$ cat src/rtl/uart_rx_fifo.sv
// uart_rx_fifo: receive-side buffer behind a UART receiver core.
// Finds the end of each frame from the receiver's busy flag and tags the byte
// with the parity/framing errors seen during that frame. Tagged bytes go into a
// FIFO that drains over a valid/ready stream. Overrun is a sticky flag and
// errored frames are counted in a saturating counter.
module uart_rx_fifo #(
  parameter int p_depth         = 16,
  parameter int p_drop_errored  = 0,
  parameter int p_err_cnt_width = 8
) (
  input  logic                       clk_i,
  input  logic                       rst_n_i,
  input  logic [7:0]                 rx_data_i,
  input  logic                       rx_busy_i,
  input  logic                       rx_parity_err_i,
  input  logic                       rx_framing_err_i,
  input  logic                       clear_i,
  output logic [7:0]                 m_data_o,
  output logic                       m_parity_err_o,
  output logic                       m_framing_err_o,
  output logic                       m_valid_o,
  input  logic                       m_ready_i,
  output logic [$clog2(p_depth):0]   level_o,
  output logic                       full_o,
  output logic                       empty_o,
  output logic                       overrun_o,
  input  logic                       overrun_clr_i,
  output logic [p_err_cnt_width-1:0] err_cnt_o
);

  localparam int aw = $clog2(p_depth);
  localparam int lw = aw + 1;
  localparam logic [lw-1:0]              lvl_full = lw'(p_depth);
  localparam logic [lw-1:0]              lvl_one  = lw'(1);
  localparam logic [aw-1:0]              ptr_one  = aw'(1);
  localparam logic [p_err_cnt_width-1:0] cnt_one  = p_err_cnt_width'(1);
  localparam logic                       drop_errored = (p_drop_errored != 0);

  typedef struct packed {
    logic       frm;
    logic       par;
    logic [7:0] data;
  } entry_t;

  // Frame tracking
  logic busy_q;
  logic armed;
  logic acc_par;
  logic acc_frm;

  // FIFO state
  entry_t                     mem [p_depth];
  logic [aw-1:0]              wr_ptr;
  logic [aw-1:0]              rd_ptr;
  logic [lw-1:0]              level;
  logic                       overrun;
  logic [p_err_cnt_width-1:0] err_cnt;

  // Per-cycle decisions
  logic   in_frame;
  logic   frame_end;
  logic   tag_par;
  logic   tag_frm;
  logic   errored;
  logic   push;
  logic   pop;
  logic   overrun_set;
  entry_t head;

  // A frame spans its busy cycles plus the cycle in which busy drops.
  assign in_frame  = rx_busy_i | busy_q;
  assign frame_end = busy_q & ~rx_busy_i & armed;
  // Error flags may drop before busy does, so the tag merges history and live value.
  assign tag_par   = acc_par | rx_parity_err_i;
  assign tag_frm   = acc_frm | rx_framing_err_i;
  assign errored   = tag_par | tag_frm;

  // Busy edge detection, arming after reset, and per-frame error accumulation.
  always_ff @(posedge clk_i or negedge rst_n_i) begin
    if (!rst_n_i) begin
      busy_q  <= 1'b0;
      armed   <= 1'b0;
      acc_par <= 1'b0;
      acc_frm <= 1'b0;
    end else begin
      // NOTE: sequential state uses non-blocking assignments so every register
      // in the design samples the values from before this edge.
      busy_q <= rx_busy_i;
      if (!rx_busy_i) armed <= 1'b1;
      if (frame_end) begin
        acc_par <= 1'b0;
        acc_frm <= 1'b0;
      end else if (in_frame) begin
        acc_par <= acc_par | rx_parity_err_i;
        acc_frm <= acc_frm | rx_framing_err_i;
      end
    end
  end

  // Decide whether the closing frame is stored, dropped, or lost to overrun.
  always_comb begin
    // NOTE: every signal driven here gets a default first, so no path can
    // leave one unassigned and infer a latch.
    push        = 1'b0;
    overrun_set = 1'b0;
    pop         = m_valid_o & m_ready_i;
    if (frame_end && !clear_i && !(drop_errored && errored)) begin
      if (!full_o || pop) push = 1'b1;
      else                overrun_set = 1'b1;
    end
  end

  // Pointers, occupancy, sticky overrun and errored-frame counter.
  always_ff @(posedge clk_i or negedge rst_n_i) begin
    if (!rst_n_i) begin
      wr_ptr  <= '0;
      rd_ptr  <= '0;
      level   <= '0;
      overrun <= 1'b0;
      err_cnt <= '0;
    end else if (clear_i) begin
      wr_ptr  <= '0;
      rd_ptr  <= '0;
      level   <= '0;
      overrun <= 1'b0;
      err_cnt <= '0;
    end else begin
      if (push) wr_ptr <= wr_ptr + ptr_one;
      if (pop)  rd_ptr <= rd_ptr + ptr_one;
      if (push && !pop)      level <= level + lvl_one;
      else if (pop && !push) level <= level - lvl_one;
      overrun <= overrun_set | (overrun & ~overrun_clr_i);
      if (frame_end && errored && !(&err_cnt)) err_cnt <= err_cnt + cnt_one;
    end
  end

  // Entry storage, written at the edge that closes the frame.
  // NOTE: the array has no reset; entries are only observed through rd_ptr
  // while level is non-zero, and the pointers themselves are reset.
  always_ff @(posedge clk_i) begin
    if (push) mem[wr_ptr] <= '{frm: tag_frm, par: tag_par, data: rx_data_i};
  end

  assign head            = mem[rd_ptr];
  assign m_data_o        = head.data;
  assign m_parity_err_o  = head.par;
  assign m_framing_err_o = head.frm;
  assign level_o         = level;
  assign full_o          = (level == lvl_full);
  assign empty_o         = (level == '0);
  assign m_valid_o       = ~empty_o;
  assign overrun_o       = overrun;
  assign err_cnt_o       = err_cnt;

endmodule
$ cat config.mk
export PLATFORM = sky130hd
export DESIGN_NAME = uart_rx_fifo
export DESIGN_NICKNAME = d
export VERILOG_FILES = /design/src/rtl/uart_rx_fifo.sv
export SDC_FILE = /design/constraint.sdc
export NUM_CORES = 1
export LEC_CHECK = 0
export BUFFER_PORTS_ARGS = -buffer_cell sky130_fd_sc_hd__buf_2
export CAP_MARGIN = 20
export CORE_ASPECT_RATIO = 1.2
export CORE_MARGIN = 3
export CORE_UTILIZATION = 55
export CTS_BUF_LIST = sky130_fd_sc_hd__clkbuf_2
export CTS_CLUSTER_SIZE = 25
export DETAILED_ROUTE_END_ITERATION = 8
export GPL_ROUTABILITY_DRIVEN = 0
export HOLD_SLACK_MARGIN = 0.12
export PLACE_DENSITY_LB_ADDON = 0.15
export REMOVE_ABC_BUFFERS = 1
export SYNTH_ARGS = -nofsm -noshare
export SYNTH_HDL_FRONTEND = slang
export SYNTH_SLANG_ARGS = --single-unit
$ cat constraint.sdc
create_clock -name clk_i -period 3.7 [get_ports clk_i]
set_clock_uncertainty 0.15 [all_clocks]
set_input_delay 0.74 -clock clk_i [delete_from_list [all_inputs] [get_ports clk_i]]
set_output_delay 0.74 -clock clk_i [all_outputs]
set_load 0.1 [all_outputs]
Word level (Yosys, flattened, before mapping) --
Memories as Yosys holds them, arrays and structs flattened. Cells that the tools add are included.
Operators by class: multiplexer cells 20, bitwise operators 12, add/subtract/negate cells 5, reduce and logical (&&, ||, !) cells 18, eq/ne operators 1
Operators by type and width (number):
- $mux 4 | 4
- $mux 8 | 2
- $mux 5 | 3
- $mux 1 | 11
- $add 4x1->4 const B | 2
- $add 8x1->8 const B | 1
- $reduce_and 8->1 | 1
- $reduce_bool 2->1 | 4
- $add 5x1->5 const B | 1
- $eq 5x5->1 const B | 1
- $logic_and 1x1->1 | 5
- $logic_not 1->1 | 5
- $logic_not 5->1 | 1
- $or 1x1->1 | 5
- $sub 5x1->5 const B | 1
- $and 1x1->1 | 4
- $not 1->1 | 3
- $reduce_bool 3->1 | 1
- $logic_or 1x1->1 | 1
Word-level totals: memory bits (writable) 160, register bits 26, bits of input ports 16, memories 1, logic and storage cells 66, output and inout port bits 27
Memories:
- mem | words 16, width 10, read ports 1, clocked after memory_dff 0, write ports 1, line 52 | entry_t mem [p_depth];

Logic depth before layout (Yosys ltp) --
word-level depth 11, depth in mapped cells 9, gate-level depth less buffers 8

Worst setup path before layout --
Ideal clock, no wire load.
kind register -> output, from register level[1], in the netlist level_o[1], to output port m_valid_o, setup slack 90 ps, path buffers 1, cell stages (with the launch flop) 5, required time 2810 ps, data arrival time 2720 ps, path through dfrtp_1 or4_1 buf_2 nor2_4 inv_1
On the way: longest elaborated chain between the ends 2
Ends and longest elaborated chain:
- start, declared | line 55 | logic [lw-1:0] level;
- start signal, assigned | line 130 | if (push && !pop) level <= level + lvl_one;
- start signal, assigned | line 131 | else if (pop && !push) level <= level - lvl_one;
- $logic_not 5->1 | line 150 | assign empty_o = (level == '0);
- named net empty_o | line 25 | output logic empty_o,
- $not 1->1 | line 151 | assign m_valid_o = ~empty_o;
- end, declared | line 21 | output logic m_valid_o,
The timed path passes the listed nets, and every way through them passes these cells.

Worst setup path after layout --
from register rd_ptr[0], to output port m_parity_err_o
On the way: longest elaborated chain between the ends 1
Ends and longest elaborated chain:
- start, declared | line 54 | logic [aw-1:0] rd_ptr;
- start signal, assigned | line 129 | if (pop) rd_ptr <= rd_ptr + ptr_one;
- $mem_v2 16x10
- end, declared | line 19 | output logic m_parity_err_o,
Every way passes these cells.

==> metrics.yaml <==
drc: 0
finalCritPeriodShare_pct: 98.09
die_y_um: 135.5
p_leak_nw: 3.016
antenna_left: 0
grt_start_max_net_pins: 34
synth_top_family_by_area: "multiplexers"
synthArstFlopShare_pct: 13.98
r2r_cells: 8
synth-simple-area-share_pct: 5.581
hold_viol_final: 0
synth_compound_area_share_pct: 3.287
synth.cells.most_frequent: "160 x edfxtp_1, 50 x mux4_2, 26 x dfrtp_1"
ys.flop_type: "edfxtp_1"
required_ps: 2810
cts_sinks: 186
p_int_w: 0.003440
synth_edf_count: 160
ys_ff_latch: 186
wl_per_cell_um: 21.84
dp_cells: 627
avgSynthCellArea_um2: 18.85
outcome: "complete, no violations"
drtIter0Drc: 342
yosys.area_share.xor_xnor_pct: 0.6834
post-route-util_pct: 65.12
netlist_area_mm2: 0.007690
grtUsageTotal_pct: 20.63
htree_levels: 4
final_net_count: 523
area_growth_pct: 14.06
firstDrtPassIters: 4
clkSlewWorstSetupHoldPaths_ps: 250
grt_pass1_vias: 4092
initial_core_util_pct: 57.10
clockRootBuffer: "clkbuf_2"
crit_arrival_ps: 2740
synth_warnings: 0
slew_headroom_pct: 37.36
rsz0062_at_grt: "true"
die_w_um: 113.9
cap_violations: 0
whs_path_depth: 3
fin_cells: 678
max_freq_mhz: 275.5
synthAdderAreaFrac_pct: 1.887
critPathCaptureType: "output port"
cts_buffer_depth: 2
coreArea_mm2: 0.01347
irDropWorstVdd_uv: 1328
antenna_found_initial: 1
row_count: 46
power.share.sequential_pct: 44.4
syn_inst: 408
fin_crit_ps: 3629
avgViaCountPerCell: 5.897
path_max_fanout: 14
numCtsBuffers: 17
pwr-share-clk_pct: 19.5
critPathKind: "reg -> out"
switchingPower_w: 0.001989
drive_gt1_share_pct: 32.22
swShare_pct: 36.63
hpwl_um: 9583
synth_cell_type_count: 47
synth_area_leaders: "edfxtp_1 62%, mux4_2 15%, dfrtp_1 8.5%, ha_1 1.6%, and2_1 1.1%"
synth.area.mux_share_pct: 15.93
finalMaxSlewViolations: 0
synth_most_common_cell: "edfxtp_1"
yosysTopAreaCellShare_pct: 62.48
portBuffers: 42
ios: 43
worstHoldPathType: "in -> reg"
grt_pass1_wl_um: 23010
cp-start-kind: "flip-flop"
wl_um: 14810
grt_overflow_total: 0
power_frac_comb_pct: 36.1
holdWs_ps: 252.2
seq_area_frac_synth_pct: 70.94
p_per_area_mw_per_mm2: 619.0
setup-violations-final: 0
cts_tree: "built"
tightest_slew_ps: 931.0
insertion_delay_ps: 740
dieArea_mm2: 0.01544
num_vias: 3998
yosysTopAreaCell: "edfxtp_1"
==> per-layer routing <==
| layer | share of wire, % | GRT usage, % | wire [um] | vias up |
|---|---|---|---|---|
| li1 | - | - | - | 1816 |
| met1 | 39 | 26.30 | 5829 | 2057 |
| met2 | 53 | 35.71 | 7913 | 106 |
| met3 | 5.4 | 4.513 | 804 | 19 |
| met4 | 1.8 | 6.271 | 261 | 0 |
| met5 | 0 | 0 | 0 | - |
==> worst max-delay path, cell delays in order (launching register included) <==
cell and delay [ps]:
dfrtp_4 550, buf_12 190, mux4_2 530, mux4_2 500, buf_6 210
==> power by group through the flow <==
stage,Clock (W),Sequential (W),Combinational [W]
finish,0.00106,0.00241,0.00196
global route,0.00117,0.00242,0.00206
CTS,0.00109,0.00242,0.00194
detailed placement,0,0.00248,0.00183
global placement,0,0.00248,0.00182
floorplan,0,0.00272,0.00123
==> metrics by stage <==
stage          setup TNS (ps)  setup slack, ps  total power, W  instance area, um^2
3_5_place_dp                0            486.7        0.004317                 8272
2_1_floorplan           -3177           -317.7        0.003948                 7616
5_1_grt                -290.4           -59.22        0.005654                 8771
3_3_place_gp                0            585.3        0.004294                 8272
4_1_cts                -23.21           -13.87        0.005453                 8678
6_report                    0            70.71        0.005429                 8771
==> cells in the final DEF (no fill, tap or decap), types with 3 or more instances in the layout <==
cell / count
a211oi_1: 3
a21oi_1: 13
and2_1: 14
buf_12: 3
buf_2: 32
buf_4: 27
buf_6: 11
bufinv_16: 3
clkbuf_2: 18
clkinv_4: 3
dfrtp_1: 24
dlygate4sd3_1: 13
edfxtp_1: 160
ha_1: 10
inv_1: 15
inv_6: 3
mux2i_1: 5
mux4_2: 50
nand2_1: 12
nand3_1: 5
nor2_1: 19
nor3_1: 3
o21ai_0: 6
o31ai_1: 4
or4_1: 7
xnor2_1: 3
xor2_1: 3
==> cell type report <==
cell class | count | area [um^2]
fill | 960 | 4697
timing repair buffer | 86 | 676.9
antenna | 1 | 2.502
multi-input combinational | 190 | 2105
clock buffer | 18 | 90.09
clock inverter | 14 | 170.2
inverter | 15 | 56.30
sequential | 186 | 5460
tap | 168 | 210.2
==> flip-flops by register name (all words and copies together) (netlist names), 4 cells and up <==
register and cells:
wr_ptr 4, rd_ptr 4, mem 160, err_cnt_o 8, level_o 5
==> path summary, 6_finish.rpt <==
kind	from	end	slack, ps
max in group asynchronous	rst_n_i	rd_ptr[0]	2630
min	clear_i	err_cnt_o[4]	250
min in group asynchronous	rst_n_i	level_o[1]	350
min reg2reg	armed	armed	380
max	rd_ptr[0]	m_parity_err_o	70
max reg2reg	level_o[1]	level_o[4]	440
==> cell families (layout without fill, tap and decap cells) <==
| logic type | Yosys count | count (layout) |
|---|---|---|
| flops | 186 | 186 |
| compound gates | 37 | 37 |
| mux | 58 | 58 |
| buf+inv | 32 | 133 |
| other cells | 0 | 1 |
| fa+ha+maj | 11 | 11 |
| simple gates | 78 | 78 |
| xor+xnor | 6 | 6 |
==> repair_timing <==
item,4_1_cts,5_1_grt
gates resized for setup,18,4
buffers inserted,3,2
hold endpoints to repair,52,70
hold buffers,7,6
setup endpoints to repair,10,10
No activity file was read; power rests on OpenSTA's default activity.
